`src/rtl/adsr_env.sv`:
```
// ADSR envelope generator and sample amplitude modulator, one envelope step per sample strobe.
// Latency: sample_out/out_valid/env_* update one clk after in_ready; no backpressure (strobe-driven).
// Optional build macro ADSR_EXP_RELEASE_EN selects exponential release; default is linear release.
module adsr_env #(
  parameter int SAMPLE_WIDTH = 16,
  parameter int GAIN_WIDTH   = 16
) (
  input  logic                           clk,
  input  logic                           reset,
  input  logic                           gate,
  input  logic                           in_ready,
  input  logic signed [SAMPLE_WIDTH-1:0] sample_in,
  input  logic        [GAIN_WIDTH-1:0]   attack_rate,
  input  logic        [GAIN_WIDTH-1:0]   decay_rate,
  input  logic        [GAIN_WIDTH-1:0]   sustain_level,
  input  logic        [GAIN_WIDTH-1:0]   release_rate,
  output logic signed [SAMPLE_WIDTH-1:0] sample_out,
  output logic                           out_valid,
  output logic        [GAIN_WIDTH-1:0]   env_level,
  output logic        [2:0]              env_state,
  output logic                           busy
);

  localparam int SW = SAMPLE_WIDTH;
  localparam int GW = GAIN_WIDTH;
  localparam logic [GW-1:0] LMAX = '1;

  typedef enum logic [2:0] {
    S_IDLE    = 3'd0,
    S_ATTACK  = 3'd1,
    S_DECAY   = 3'd2,
    S_SUSTAIN = 3'd3,
    S_RELEASE = 3'd4
  } state_t;

  state_t        state, state_nxt;
  logic [GW-1:0] level, level_nxt;

  // Candidate next levels for each envelope segment, computed every cycle.
  logic [GW:0]   atk_sum;
  logic [GW-1:0] atk_level;
  logic [GW:0]   dec_diff;
  logic [GW-1:0] dec_level;
  logic [GW-1:0] rel_level;

  // Modulator: sample times unsigned level, scaled back by the level full scale.
  logic signed [SW+GW:0]  prod;
  logic signed [SW-1:0]   mult_out;
  logic                   unused_prod;

  // Reset is asserted asynchronously but released on a clk edge, so no register
  // sees a reset removal close to its capture edge.
  logic [1:0] rst_sync;
  logic       rst_n;

  // Two-flop reset release synchroniser.
  always_ff @(posedge clk or negedge reset) begin
    if (!reset) begin
      rst_sync <= 2'b00;
    end else begin
      rst_sync <= {rst_sync[0], 1'b1};
    end
  end

  assign rst_n = rst_sync[1];

  // Attack: saturating add in GW+1 bits; a zero rate jumps straight to full scale.
  always_comb begin
    atk_sum = {1'b0, level} + {1'b0, attack_rate};
    if ((attack_rate == '0) || (atk_sum >= {1'b0, LMAX})) begin
      atk_level = LMAX;
    end else begin
      atk_level = atk_sum[GW-1:0];
    end
  end

  // Decay: subtract without wrap and clamp at the sustain level; a zero rate
  // lands on sustain at once. A level already under sustain is pulled up to it.
  always_comb begin
    dec_diff = {1'b0, level} - {1'b0, decay_rate};
    if ((decay_rate == '0) || dec_diff[GW] || (dec_diff[GW-1:0] < sustain_level)) begin
      dec_level = sustain_level;
    end else begin
      dec_level = dec_diff[GW-1:0];
    end
  end

`ifdef ADSR_EXP_RELEASE_EN
  logic [3:0]    rel_shift;
  logic [GW-1:0] rel_step;
  logic          unused_rel;

  assign unused_rel = ^release_rate[GW-1:4];

  // Exponential release: step is level >> rate[3:0], at least 1 so it always
  // reaches zero; shift 0 empties the envelope in one strobe.
  always_comb begin
    rel_shift = release_rate[3:0];
    rel_step  = level >> rel_shift;
    if (rel_step == '0) begin
      rel_step = GW'(1);
    end
    if ((rel_shift == 4'd0) || (rel_step >= level)) begin
      rel_level = '0;
    end else begin
      rel_level = level - rel_step;
    end
  end
`else
  logic [GW:0] rel_diff;

  // Linear release: subtract without wrap, floor at zero; zero rate empties at once.
  always_comb begin
    rel_diff = {1'b0, level} - {1'b0, release_rate};
    if ((release_rate == '0) || rel_diff[GW]) begin
      rel_level = '0;
    end else begin
      rel_level = rel_diff[GW-1:0];
    end
  end
`endif

  // Next-state and next-level decision; nothing moves without a sample strobe.
  always_comb begin
    state_nxt = state;
    level_nxt = level;
    if (in_ready) begin
      if (gate && ((state == S_IDLE) || (state == S_RELEASE))) begin
        // Retrigger continues from the current level, stepping on this strobe.
        level_nxt = atk_level;
        state_nxt = (atk_level == LMAX) ? S_DECAY : S_ATTACK;
      end else if (!gate && ((state == S_ATTACK) || (state == S_DECAY) ||
                             (state == S_SUSTAIN))) begin
        // Note-off only changes the segment; the level holds for this strobe.
        state_nxt = S_RELEASE;
      end else begin
        case (state)
          S_IDLE: begin
            level_nxt = '0;
          end
          S_ATTACK: begin
            level_nxt = atk_level;
            if (atk_level == LMAX) begin
              state_nxt = S_DECAY;
            end
          end
          S_DECAY: begin
            level_nxt = dec_level;
            if (dec_level == sustain_level) begin
              state_nxt = S_SUSTAIN;
            end
          end
          S_SUSTAIN: begin
            level_nxt = sustain_level;
          end
          S_RELEASE: begin
            level_nxt = rel_level;
            if (rel_level == '0) begin
              state_nxt = S_IDLE;
            end
          end
          default: begin
            state_nxt = S_IDLE;
            level_nxt = '0;
          end
        endcase
      end
    end
  end

  // Envelope state and level registers.
  always_ff @(posedge clk or negedge rst_n) begin
    if (!rst_n) begin
      state <= S_IDLE;
      level <= '0;
    end else begin
      state <= state_nxt;
      level <= level_nxt;
    end
  end

  // Signed multiply by the pre-update level; the zero-extended level keeps the
  // product sign from the sample, so the result magnitude never exceeds the input.
  always_comb begin
    prod        = sample_in * $signed({1'b0, level});
    mult_out    = prod[SW+GW-1:GW];
    unused_prod = ^{prod[SW+GW], prod[GW-1:0]};
  end

  // Output sample register and its one-cycle valid pulse.
  always_ff @(posedge clk or negedge rst_n) begin
    if (!rst_n) begin
      sample_out <= '0;
      out_valid  <= 1'b0;
    end else begin
      out_valid <= in_ready;
      if (in_ready) begin
        sample_out <= mult_out;
      end
    end
  end

  assign env_level = level;
  assign env_state = state;
  assign busy      = (state != S_IDLE);

endmodule

```
`config.mk`:
```
export PLATFORM = sky130hd
export DESIGN_NAME = adsr_env
export DESIGN_NICKNAME = d
export VERILOG_FILES = /design/src/rtl/adsr_env.sv
export SDC_FILE = /design/constraint.sdc
export NUM_CORES = 1
export LEC_CHECK = 0
export CORE_ASPECT_RATIO = 0.5
export CORE_MARGIN = 8
export CORE_UTILIZATION = 50
export CTS_CLUSTER_SIZE = 24
export DETAILED_ROUTE_END_ITERATION = 8
export PLACE_DENSITY = 0.79
export SYNTH_ARGS = -nofsm -noshare
export SYNTH_HDL_FRONTEND = slang
export SYNTH_SLANG_ARGS = --single-unit
```
`constraint.sdc`:
```
create_clock -name clk -period 3.7 [get_ports clk]
set_clock_uncertainty 0.05 [all_clocks]
set_input_delay 0.74 -clock clk [delete_from_list [all_inputs] [get_ports clk]]
set_output_delay 0.74 -clock clk [all_outputs]
set_load 0.03 [all_outputs]
```
==> Flow_metrics.wiki <==
{| class="wikitable"
! Metric !! Value
|-
| Pin count of the biggest net entering global routing || 37
|-
| Post-Synth Adder-Cell Area || 45.4%
|-
| Sinks on the clock net || 38
|-
| R2r startpoint || env_level[7]
|-
| Residual antenna-violating net count after detailed routing || 0
|-
| Top_reg_cell synth || sky130_fd_sc_hd__dfrtp_1
|-
| Net count of the mapped netlist || about 2000
|-
| Syn Area/Cell || roughly 8.6 um^2
|-
| Yosys reg bits || 38
|-
| Max Cap Viol || 0
|-
| Final count of hold timing violations || 0
|-
| Start-to-end type of the worst setup path || in2reg
|-
| Root buf cell || sky130_fd_sc_hd__clkbuf_16
|-
| Most common cell type on the critical path || sky130_fd_sc_hd__fa_1
|-
| Fin crit share || 182%
|-
| Overall die height || 132 um
|-
| Top routing layer in use || met5
|-
| Total global routing overflow || 0
|-
| Core region area || roughly 27000 um^2
|-
| Cell with the largest stage delay on the worst path || sky130_fd_sc_hd__fa_1
|-
| Clock transition at the register clock pins on the worst setup and hold paths after CTS || 0.06 ns
|-
| Number of standard-cell rows in the floorplan || between 40 and 50
|-
| RSZ-0062 raised after global routing || true
|-
| Vias in the first global route || 14454
|-
| Tmin final || roughly 6.7 ns
|-
| Met2 WL || 23600 um
|-
| Share of synthesized registers carrying an async set or reset || between 90% and 100%
|-
| Count of hold-fix buffers inserted at cts || 0
|-
| Main combinational cell family by area after synthesis || adder cells
|-
| Final count of pins violating max slew || 0
|-
| Result of the run || finished, violations left
|-
| Count of synthesis-stage warnings from yosys || 0
|-
| Post-synthesis mux area share || 2.56%
|-
| Largest incremental delay on the critical path || 0.64 ns
|-
| Number of H-tree levels || 2
|-
| Capturing element type of the critical path || register
|-
| All-Layer GR Usage || between 20% and 30%
|-
| Initial drt markers || 1392
|-
| Met1 WL || 18200 um
|-
| Share of layout cells above drive strength 1 || 29.8%
|-
| Die ar. || approximately 33000 um^2
|-
| TritonCTS clock tree || yes
|-
| Critical path launch point type || primary input
|-
| Actual transition at the worst max-transition pin || just under 1 ns
|-
| Fraction of the yosys area taken by sequential cells || 7.03%
|-
| Commonest non-fill, non-tap cells in the layout || sky130_fd_sc_hd__buf_4 (322), sky130_fd_sc_hd__inv_1 (280), sky130_fd_sc_hd__fa_1 (183)
|-
| Overall routed net length || 51100 um
|-
| Post-detailed-placement half-perimeter wirelength || around 35000 um
|-
| Setup crit start || sample_in[10]
|-
| Routed via count || 14125
|-
| Start point of the worst hold path || rst_sync[0]
|-
| Final setup violation count || 34
|-
| Fin nets || 2466
|-
| Number of synthesized flops with an enable pin || 0
|-
| Cells along the critical path || buf_2, nand2_1, fa_1, inv_1, fa_1, fa_1, fa_1, fa_1, inv_1, fa_1, inv_1, ha_4, nand2_2, o41ai_4, buf_4, o2111ai_4, a21boi_2, o211ai_1, a31oi_2, buf_4, a31oi_4, xnor2_1, a21oi_1
|-
| Compound-gate portion of the synthesized area || 12.0%
|-
| Arrival time at the worst endpoint || 6.84 ns
|-
| Class of the tightest hold or removal check || reg2reg
|-
| Cell type group with the largest total delay on the critical path || adder cells
|-
| Detailed-routed wire length on met3 || 5370 um
|-
| Detailed-routing iteration count for the pre-antenna-repair pass || 9
|-
| Commonest non-fill, non-tap cell in the layout || sky130_fd_sc_hd__buf_4
|-
| Crit Path Max Fanout || 6
|-
| Antenna fix cells || 0
|-
| Number of ports placed on the die boundary || 121
|-
| Antenna violations before repair || 1
|-
| Synth Area in Simple Gates || 18.5%
|-
| Sum of buffers and inverters on the critical path || 6
|-
| Average via count per standard cell || 5.98
|-
| Worst endpoint required time || 3.81 ns
|-
| Initial Util || between 50% and 60%
|-
| Max Clock Freq || 149 MHz
|-
| DR WL/cell || 21.7 um
|-
| Post-Syn Area || between 10000 and 15000 um^2
|-
| Violated checks || negative setup slack
|-
| Area growth from synthesis to final layout || 42.0%
|-
| Maximum buffer depth of the clock tree || 2
|-
| Clock Latency Late Sink || 0.30 ns
|-
| Number of port buffers || 120
|-
| Weighted congestion reported at the end of routability-driven placement || 0.948
|-
| Unique masters post-synth || 73
|-
| Cells after synthesis || 1582
|-
| Share of the core filled with cells in the final layout || 72.4%
|-
| Slew margin rel. || 34.7%
|-
| Total CTS buffers || 5
|-
| DIE WIDTH || 249 um
|-
| Xor/xnor cell area share of the yosys netlist || 4.48%
|-
| DRC Markers || 0
|-
| First-pass GRT wire length || 74300 um
|-
| Final setup margin || -3.03 ns
|}
## flip-flops by register name, summed over array words and instances, names as in the netlist
signal and count:
env_level 16, sample_out 16, env_state 3, rst_sync 2
out_valid 1
## cell type report
type                       instances  area (um^2)
multi-input combinational       1183        12300
fill                            1610         7330
timing repair buffer             482         4220
inverter                         299         1120
sequential                        38          970
tap                              352          440
clock buffer                       5          125
clock inverter                     3         68.8
## timing repair
item / in CTS / in global routing
resized for setup: 167 / 127
cloned: 3 / 0
setup endpoints to repair: 35 / 35
pin swaps: 68 / 77
buffers inserted: 41 / 36
## worst paths after layout
check	endpoint	slack [ns]	cells after the start
worst min register to register	rst_sync[1]	0.31	0
worst max-delay path	sample_out[15]	-3.03	23
worst max register to register	sample_out[15]	-3.00	23
max in group asynchronous	env_level[10]	2.62	0
worst min-delay path	rst_sync[1]	0.31	0
min in group asynchronous	env_level[4]	0.35	0
## layer usage
layer	vias up	global-route usage (%)
met2	970	46.9
met5	-	0
met1	6765	33.1
li1	6029	-
met3	359	6.26
met4	2	14.3
## kinds of logic (layout without fill, tap and decap cells)
family | count (synthesis) | in the layout
buffers and inverters | 361 | 789
XOR/XNOR | 66 | 66
AO/OA/AOI/OAI | 232 | 232
other | 1 | 1
flip-flops | 38 | 38
AND/OR/NAND/NOR | 478 | 478
adder cells (fa/ha/maj) | 373 | 373
multiplexers | 33 | 33
## stage by stage
stage	instance area (um^2)	setup TNS (ns)	setup WS, ns	hold slack [ns]	cells
2_1_floorplan	13800	-40.89	-2.56	0.281	1582
3_3_place_gp	17400	-72.89	-3.54	0.284	2276
3_5_place_dp	17400	-75.10	-3.70	0.292	2276
4_1_cts	18400	-51.79	-2.67	0.306	2327
5_1_grt	19200	-61.79	-3.21	0.308	2362
6_report	19200	-57.33	-3.03	0.305	2362
## cells in the mapped netlist (19+ instances only)
library cell	instances	area share [%]
sky130_fd_sc_hd__inv_1	298	8.3
sky130_fd_sc_hd__fa_1	196	29
sky130_fd_sc_hd__ha_1	177	16
sky130_fd_sc_hd__nand2_1	161	4.5
sky130_fd_sc_hd__and2_1	132	6.1
sky130_fd_sc_hd__clkbuf_1	52	1.4
sky130_fd_sc_hd__a21oi_1	43	1.6
sky130_fd_sc_hd__xnor2_1	41	2.7
sky130_fd_sc_hd__dfrtp_1	38	7.0
sky130_fd_sc_hd__nor2_1	35	0.97
sky130_fd_sc_hd__o21ai_0	30	1.1
sky130_fd_sc_hd__nand3_1	23	0.85
sky130_fd_sc_hd__xor2_1	23	1.5
sky130_fd_sc_hd__mux2i_1	20	1.5
sky130_fd_sc_hd__nand2b_1	19	0.88
Power is not shown: default switching activity piles up to over one toggle a cycle in this logic, so the estimate is an artifact.
==> RTL change 1 (same settings) <==
Register the output `env_level` once more, with the module's reset; this adds one clock of latency there. The other outputs are not delayed to match.
--- a/src/rtl/adsr_env.sv
+++ b/src/rtl/adsr_env.sv
@@ -201,5 +201,11 @@
   end
 
-  assign env_level = level;
+  always_ff @(posedge clk or negedge reset) begin
+    if (!reset) begin
+      env_level <= '0;
+    end else begin
+      env_level <= level;
+    end
+  end
   assign env_state = state;
   assign busy      = (state != S_IDLE);
Check against the original RTL: not equivalent (Yosys sat finds a counterexample within 4 cycles, from zero or initial values and one cycle with reset low).
==> RTL change 1 against the original RTL <==
The run still ends with negative setup slack left. Worst hold slack worse by 0.052 ns. Cell area grew 0.78%. Worst setup slack better by 0.33 ns. Routed wire length decreased by 7.1%. Count of clock-buffer cells in the layout unchanged. Global-route usage shrank 0.73 points. Core utilization down 2.4 points. Register-to-register slack better by 0.34 ns. Maximum frequency rose by 5.2%. Die area rose by 3.5%. Final cell count up 2.1%. Sequential cell count is 16 higher. Synthesized area up 3.9%. Critical path type unchanged. Critical endpoint is now sample_out[13]. Highest routed layer is now met4.
Power is not shown: default switching activity piles up to over one toggle a cycle in this logic, so the estimate is an artifact.
==> RTL change 1: results (changes against the original RTL) <==
.. list-table::
   :header-rows: 1

   * - Metric
     - Value
   * - Detailed route wirelength on metal2
     - 22,500 um (-4.7%)
   * - Share of layout cells above drive strength 1
     - 27.9% (-1.9 points)
   * - Complex-gate fraction of the synthesized area
     - 13.2% (+1.2 points)
   * - Inserted Clock Buffers
     - 5 (unchanged)
   * - Biggest area contributors in the synthesized netlist
     - fa_1 28%, ha_1 16%, dfrtp_1 9.6%
   * - Crit path DAT
     - 6.55 ns (-0.29 ns)
   * - Failing checks
     - negative setup slack
   * - Maximum number of pins on one net before global-route repair
     - 37 (unchanged)
   * - Net count reported at finish
     - 2,485 (+0.77%)
   * - Synth async-reset ratio
     - 100% (unchanged)
   * - Type of the most critical hold path
     - flip-flop to async pin
   * - Count of unique library cells instantiated by Yosys
     - 81 (+11%)
   * - Highest metal layer with signal wires
     - met4
   * - Result of the run
     - finished with violations
   * - Accumulated negative setup slack
     - -57.31 ns (+0.0277 ns)
   * - Commonest cells in the synthesized netlist
     - 292 x inv_1, 196 x fa_1, 177 x ha_1
   * - Mux cell area share after synthesis
     - 1.77% (-0.79 points)
   * - Proportion of synthesized chip area in sequential cells
     - 9.62% (+2.6 points)
   * - Maximum single-stage delay on the critical path
     - 0.56 ns (-0.08 ns)
   * - Registers with the highest flip-flop counts
     - env_level (16), level (16), sample_out (16)
   * - Final routed wire length divided by cell count
     - 19.7 um (-9.0%)
   * - Net count of the mapped netlist
     - 2,079 (+2.0%)
   * - H-tree lvl count
     - 2 (unchanged)
   * - Slack of the critical path
     - -2.70 ns (+0.332 ns)
   * - Parity-gate share of the synthesized area counting xor and xnor cells
     - 4.36% (-0.11 points)
   * - Yosys synthesis warning count
     - 0 (unchanged)
   * - Max Buffers Root-to-Sink
     - 2 (unchanged)
   * - CTS Root Cell
     - clkbuf_16
   * - Final setup violation count
     - 35 (+2.9%)
   * - Clock transition time at the flip-flop clock pins of the worst setup and hold paths
     - 0.09 ns (+0.03 ns)
   * - Placed Area
     - 18,200 um2 (+4.6%)
   * - Family with the most delay on the worst path
     - adder cells
   * - # fillers
     - 1,936 (+20%)
   * - Global-route wire length before repair
     - 73,700 um (-0.81%)
   * - Routability-driven placement congestion ratio
     - 0.958 (+1.1%)
   * - First-pass DRT Iterations
     - 6 (-3)
   * - Met3 Routed Length
     - 3870 um (-28%)
   * - Routed length on met1
     - 18,800 um (+3.0%)
   * - Share of synthesized cell area in full adder, half adder and majority cells
     - 43.7% (-1.7 points)
   * - Overall track demand over capacity in global routing
     - 27.0% (-0.73 points)
   * - Number of global-route vias before repair
     - 14.3k (-1.3%)
   * - Number of DRC markers after the initial detailed-route iteration
     - 1,371 (-1.5%)
   * - DP HPWL
     - 36,600 um (+5.5%)
   * - Number of antenna violations at the first check in global routing
     - 1 (unchanged)
   * - Actual slew at the worst max-slew pin
     - 0.803 ns (-0.176 ns)
   * - EDFF count, synth
     - 0 (unchanged)
   * - Mean number of vias per cell
     - 5.73 (-4.2%)
   * - Crit path max fanout
     - 4 (-2)
RTL change 1: area by class of cell:
type,instances,share of cell area [%]
Tap cell,382,2.47
Antenna cell,1,0.0129
Sequential cell,54,7.01
Multi-Input combinational cell,1212,63.1
Inverter,293,5.73
Clock buffer,5,0.646
Timing Repair Buffer,462,20.8
Clock inverter,3,0.246
RTL change 1: cells by family (layout without fill, tap and decap cells):
family                   after synthesis  in the layout
XOR/XNOR                              66             66
other                                  1              2
AND/OR/NAND/NOR                      480            480
flip-flops                            54             54
adder cells (fa/ha/maj)              373            373
buffers and inverters                356            763
multiplexers                          23             23
AO/OA/AOI/OAI                        269            269
RTL change 1: per-layer routing:
metal,up-vias,global-route usage (%)
met5,-,0
met4,0,11.0
met3,193,4.26
met2,697,46.0
met1,6776,34.3
li1,6146,-
RTL change 1: repair_timing:
| action | CTS | global route |
|---|---|---|
| endpoints found under the setup margin | 35 | 35 |
| cloned | 4 | 0 |
| pin swaps | 65 | 52 |
| resized for setup | 169 | 74 |
| buffers inserted | 27 | 11 |
RTL change 1: path summary, 6_finish.rpt:
kind,from,to,slack (ns),depth (start not counted)
worst min register to register,rst_sync[1],level[12],0.25,1
max in group asynchronous,reset,rst_sync[0],2.25,1
worst max register to register,level[6],sample_out[13],-2.66,23
min in group clk,rst_sync[0],rst_sync[1],0.31,0
worst max-delay path,sample_in[5],sample_out[13],-2.70,24
worst min-delay path,rst_sync[1],level[12],0.25,1
RTL change 1: through the flow:
stage | util [%] | cells | worst slack [ns]
2_1_floorplan | - | 1622 | -2.41
3_3_place_gp | 65.7 | 2365 | -3.44
3_5_place_dp | 65.7 | 2365 | -3.66
4_1_cts | 68.9 | 2403 | -2.77
5_1_grt | 70.0 | 2412 | -2.88
6_report | 70.0 | 2412 | -2.70
==> RTL change 2 (config.mk and constraints unchanged) <==
Without the edit above. The option `ADSR_EXP_RELEASE_EN` is turned on by a define.
--- a/src/rtl/adsr_env.sv
+++ b/src/rtl/adsr_env.sv
@@ -2,4 +2,6 @@
 // Latency: sample_out/out_valid/env_* update one clk after in_ready; no backpressure (strobe-driven).
 // Optional build macro ADSR_EXP_RELEASE_EN selects exponential release; default is linear release.
+`define ADSR_EXP_RELEASE_EN
+
 module adsr_env #(
   parameter int SAMPLE_WIDTH = 16,
Check against the original RTL: not equivalent (a bounded check fails within 10 cycles, from zero or initial values and one cycle with reset low).
==> RTL change 2 against the original RTL <==
The flow still finishes with violations (negative setup slack). Synthesized area up 3.0%. Sequential cell count is the same. Worst setup slack gained 0.16 ns. Cell area is 0.90% higher. Routed wire length down 5.2%. Sequential share of layout area about the same. Highest routed layer is now met4.
Power is left out: the tool's default activity adds up to more than one toggle a clock period on the data nets, which glitch-free logic cannot reach.
==> RTL change 2: results (changes against the original RTL) <==
.. list-table::
   :header-rows: 1

   * - Metric
     - Value
   * - Crit path DAT
     - 6.70 ns (-0.14 ns)
   * - Biggest area contributors in the synthesized netlist
     - fa_1 28%, ha_1 16%, inv_1 8.3%
   * - Number of global-route vias before repair
     - 14.8k (+2.7%)
   * - Register-to-register path setup slack
     - -2.82 ns (+0.18 ns)
   * - Worst reg2reg path endpoint
     - sample_out[15]
   * - Overall track demand over capacity in global routing
     - 27.7% (about the same)
   * - Slack of the critical path
     - -2.87 ns (+0.157 ns)
   * - Number of inserted diodes
     - 0 (unchanged)
   * - Maximum number of pins on one net before global-route repair
     - 37 (unchanged)
   * - Max Buffers Root-to-Sink
     - 2 (unchanged)
   * - Synth async-reset ratio
     - 100% (unchanged)
   * - Critical path type
     - input pin to flip-flop
   * - Inserted Clock Buffers
     - 5 (unchanged)
   * - Clock transition time at the flip-flop clock pins of the worst setup and hold paths
     - 0.07 ns
   * - CTS Root Cell
     - clkbuf_16
   * - Failing checks
     - negative setup slack
   * - DP HPWL
     - 35,700 um (+2.8%)
   * - Placed Area
     - 18,000 um2 (+3.5%)
   * - Proportion of synthesized chip area in sequential cells
     - 6.83% (-0.20 points)
   * - Mean number of vias per cell
     - 5.70 (-4.7%)
   * - Buffers on Ports
     - 108 (-10%)
   * - Launching point of the worst reg2reg path
     - env_level[5]
   * - Net count reported at finish
     - 2,546 (+3.2%)
   * - Result of the run
     - finished with violations
   * - Global-route wire length before repair
     - 75,200 um (+1.2%)
   * - Type of the most critical hold path
     - flip-flop to async pin
   * - Worst slack at placement
     - -3.66 ns (+0.0363 ns)
   * - Rel. slew slack
     - 41.6% (+6.9 points)
   * - First-pass DRT Iterations
     - 5 (-4)
   * - Share of layout cells above drive strength 1
     - 31.6% (+1.9 points)
   * - Count of unique library cells instantiated by Yosys
     - 82 (+12%)
   * - Net count of the mapped netlist
     - 2,119 (+3.9%)
   * - Final setup violation count
     - 35 (+2.9%)
   * - Predominant post-synthesis flop cell
     - dfrtp_1
   * - Crit path max fanout
     - 12 (+6)
   * - Number of antenna violations at the first check in global routing
     - 0 (-1)
   * - Aggregate routed wire length
     - 48,500 um (-5.2%)
   * - Worst R2R Path Depth
     - 21 (-8.7%)
   * - Final Hold Violating Endpoints
     - 0 (unchanged)
   * - Insertion delay of the later-clocked pin in the worst-skew pair
     - 0.30 ns (about the same)
   * - H-tree lvl count
     - 2 (unchanged)
   * - Commonest cells in the synthesized netlist
     - 309 x inv_1, 196 x fa_1, 179 x nand2_1
   * - Yosys synthesis warning count
     - 0 (unchanged)
   * - Number of DRC markers after the initial detailed-route iteration
     - 1,053 (-24%)
   * - Accumulated negative setup slack
     - -60.68 ns (-3.34 ns)
   * - Routability-driven placement congestion ratio
     - 0.937 (-1.2%)
==> RTL change 2: metal layers <==
metal,vias to the layer above,routed length (um),track usage (%)
met2,746,23300,48.4
met3,270,4030,4.87
met1,6839,18000,32.5
met4,0,3210,14.9
met5,-,0,0
li1,6237,-,-
==> RTL change 2: kinds of logic (layout without fill, tap and decap cells) <==
kind of cell / count (synthesis) / in the layout / share of synthesized area, %
xor gates and xnor gates: 71 / 71 / 5.06
other: 1 / 1 / 0.0269
muxes: 46 / 46 / 3.84
DFF: 38 / 38 / 6.83
buffers and inverters: 382 / 809 / 10.3
and+or+nand+nor: 489 / 490 / 17.5
adders and majority gates: 373 / 373 / 44.1
AOI/OAI and AO/OA: 262 / 262 / 12.3
==> RTL change 2: per-stage QoR <==
step           hold slack (ns)  cells
2_1_floorplan            0.281   1662
3_3_place_gp             0.255   2417
3_5_place_dp             0.270   2417
4_1_cts                  0.275   2461
5_1_grt                  0.306   2472
6_report                 0.262   2472
==> RTL change 2: timing repair <==
item                                    4_1_cts  5_1_grt
resized for setup                           221      108
setup buffers                                34       14
endpoints found under the setup margin       35       35
pin swaps                                    81       73
gates cloned                                  3        0
hold buffers                                  0        0
==> RTL change 2: worst max path at each step <==
stage                             start             end  slack, ns  cells past startpoint
after global placement     sample_in[4]  sample_out[15]      -3.49                     24
after CTS                  sample_in[6]  sample_out[15]      -2.72                     24
final                     sample_in[12]  sample_out[15]      -2.87                     26
after detailed placement   sample_in[4]  sample_out[15]      -3.66                     24
after floorplan            sample_in[1]  sample_out[15]      -2.72                     24
after global routing      sample_in[12]  sample_out[15]      -3.08                     26
==> RTL change 2: layout make-up <==
class	count	area, um2
multi-input cells	1243	12500
well taps	382	478
fillers	1921	8160
repair buffers	490	4160
inverters	311	1170
clock buffers	6	139
clock inverters	2	12.5
flip-flops and latches	38	971
==> RTL change 2: worst max-delay path, stage by stage <==
cell      delay, ns
buf_2          0.15
buf_4          0.16
buf_6          0.15
and2_1         0.15
fa_1           0.48
inv_1          0.06
fa_1           0.54
inv_1          0.06
fa_1           0.54
inv_1          0.05
fa_1           0.48
inv_1          0.06
fa_1           0.48
ha_1           0.36
ha_4           0.23
a21o_1         0.19
a21oi_2        0.19
o21ai_1        0.11
a21oi_2        0.18
o211ai_1       0.18
a31oi_1        0.25
o21bai_1       0.14
a21o_1         0.22
o31ai_2        0.21
xnor2_1        0.09
mux2_4         0.26
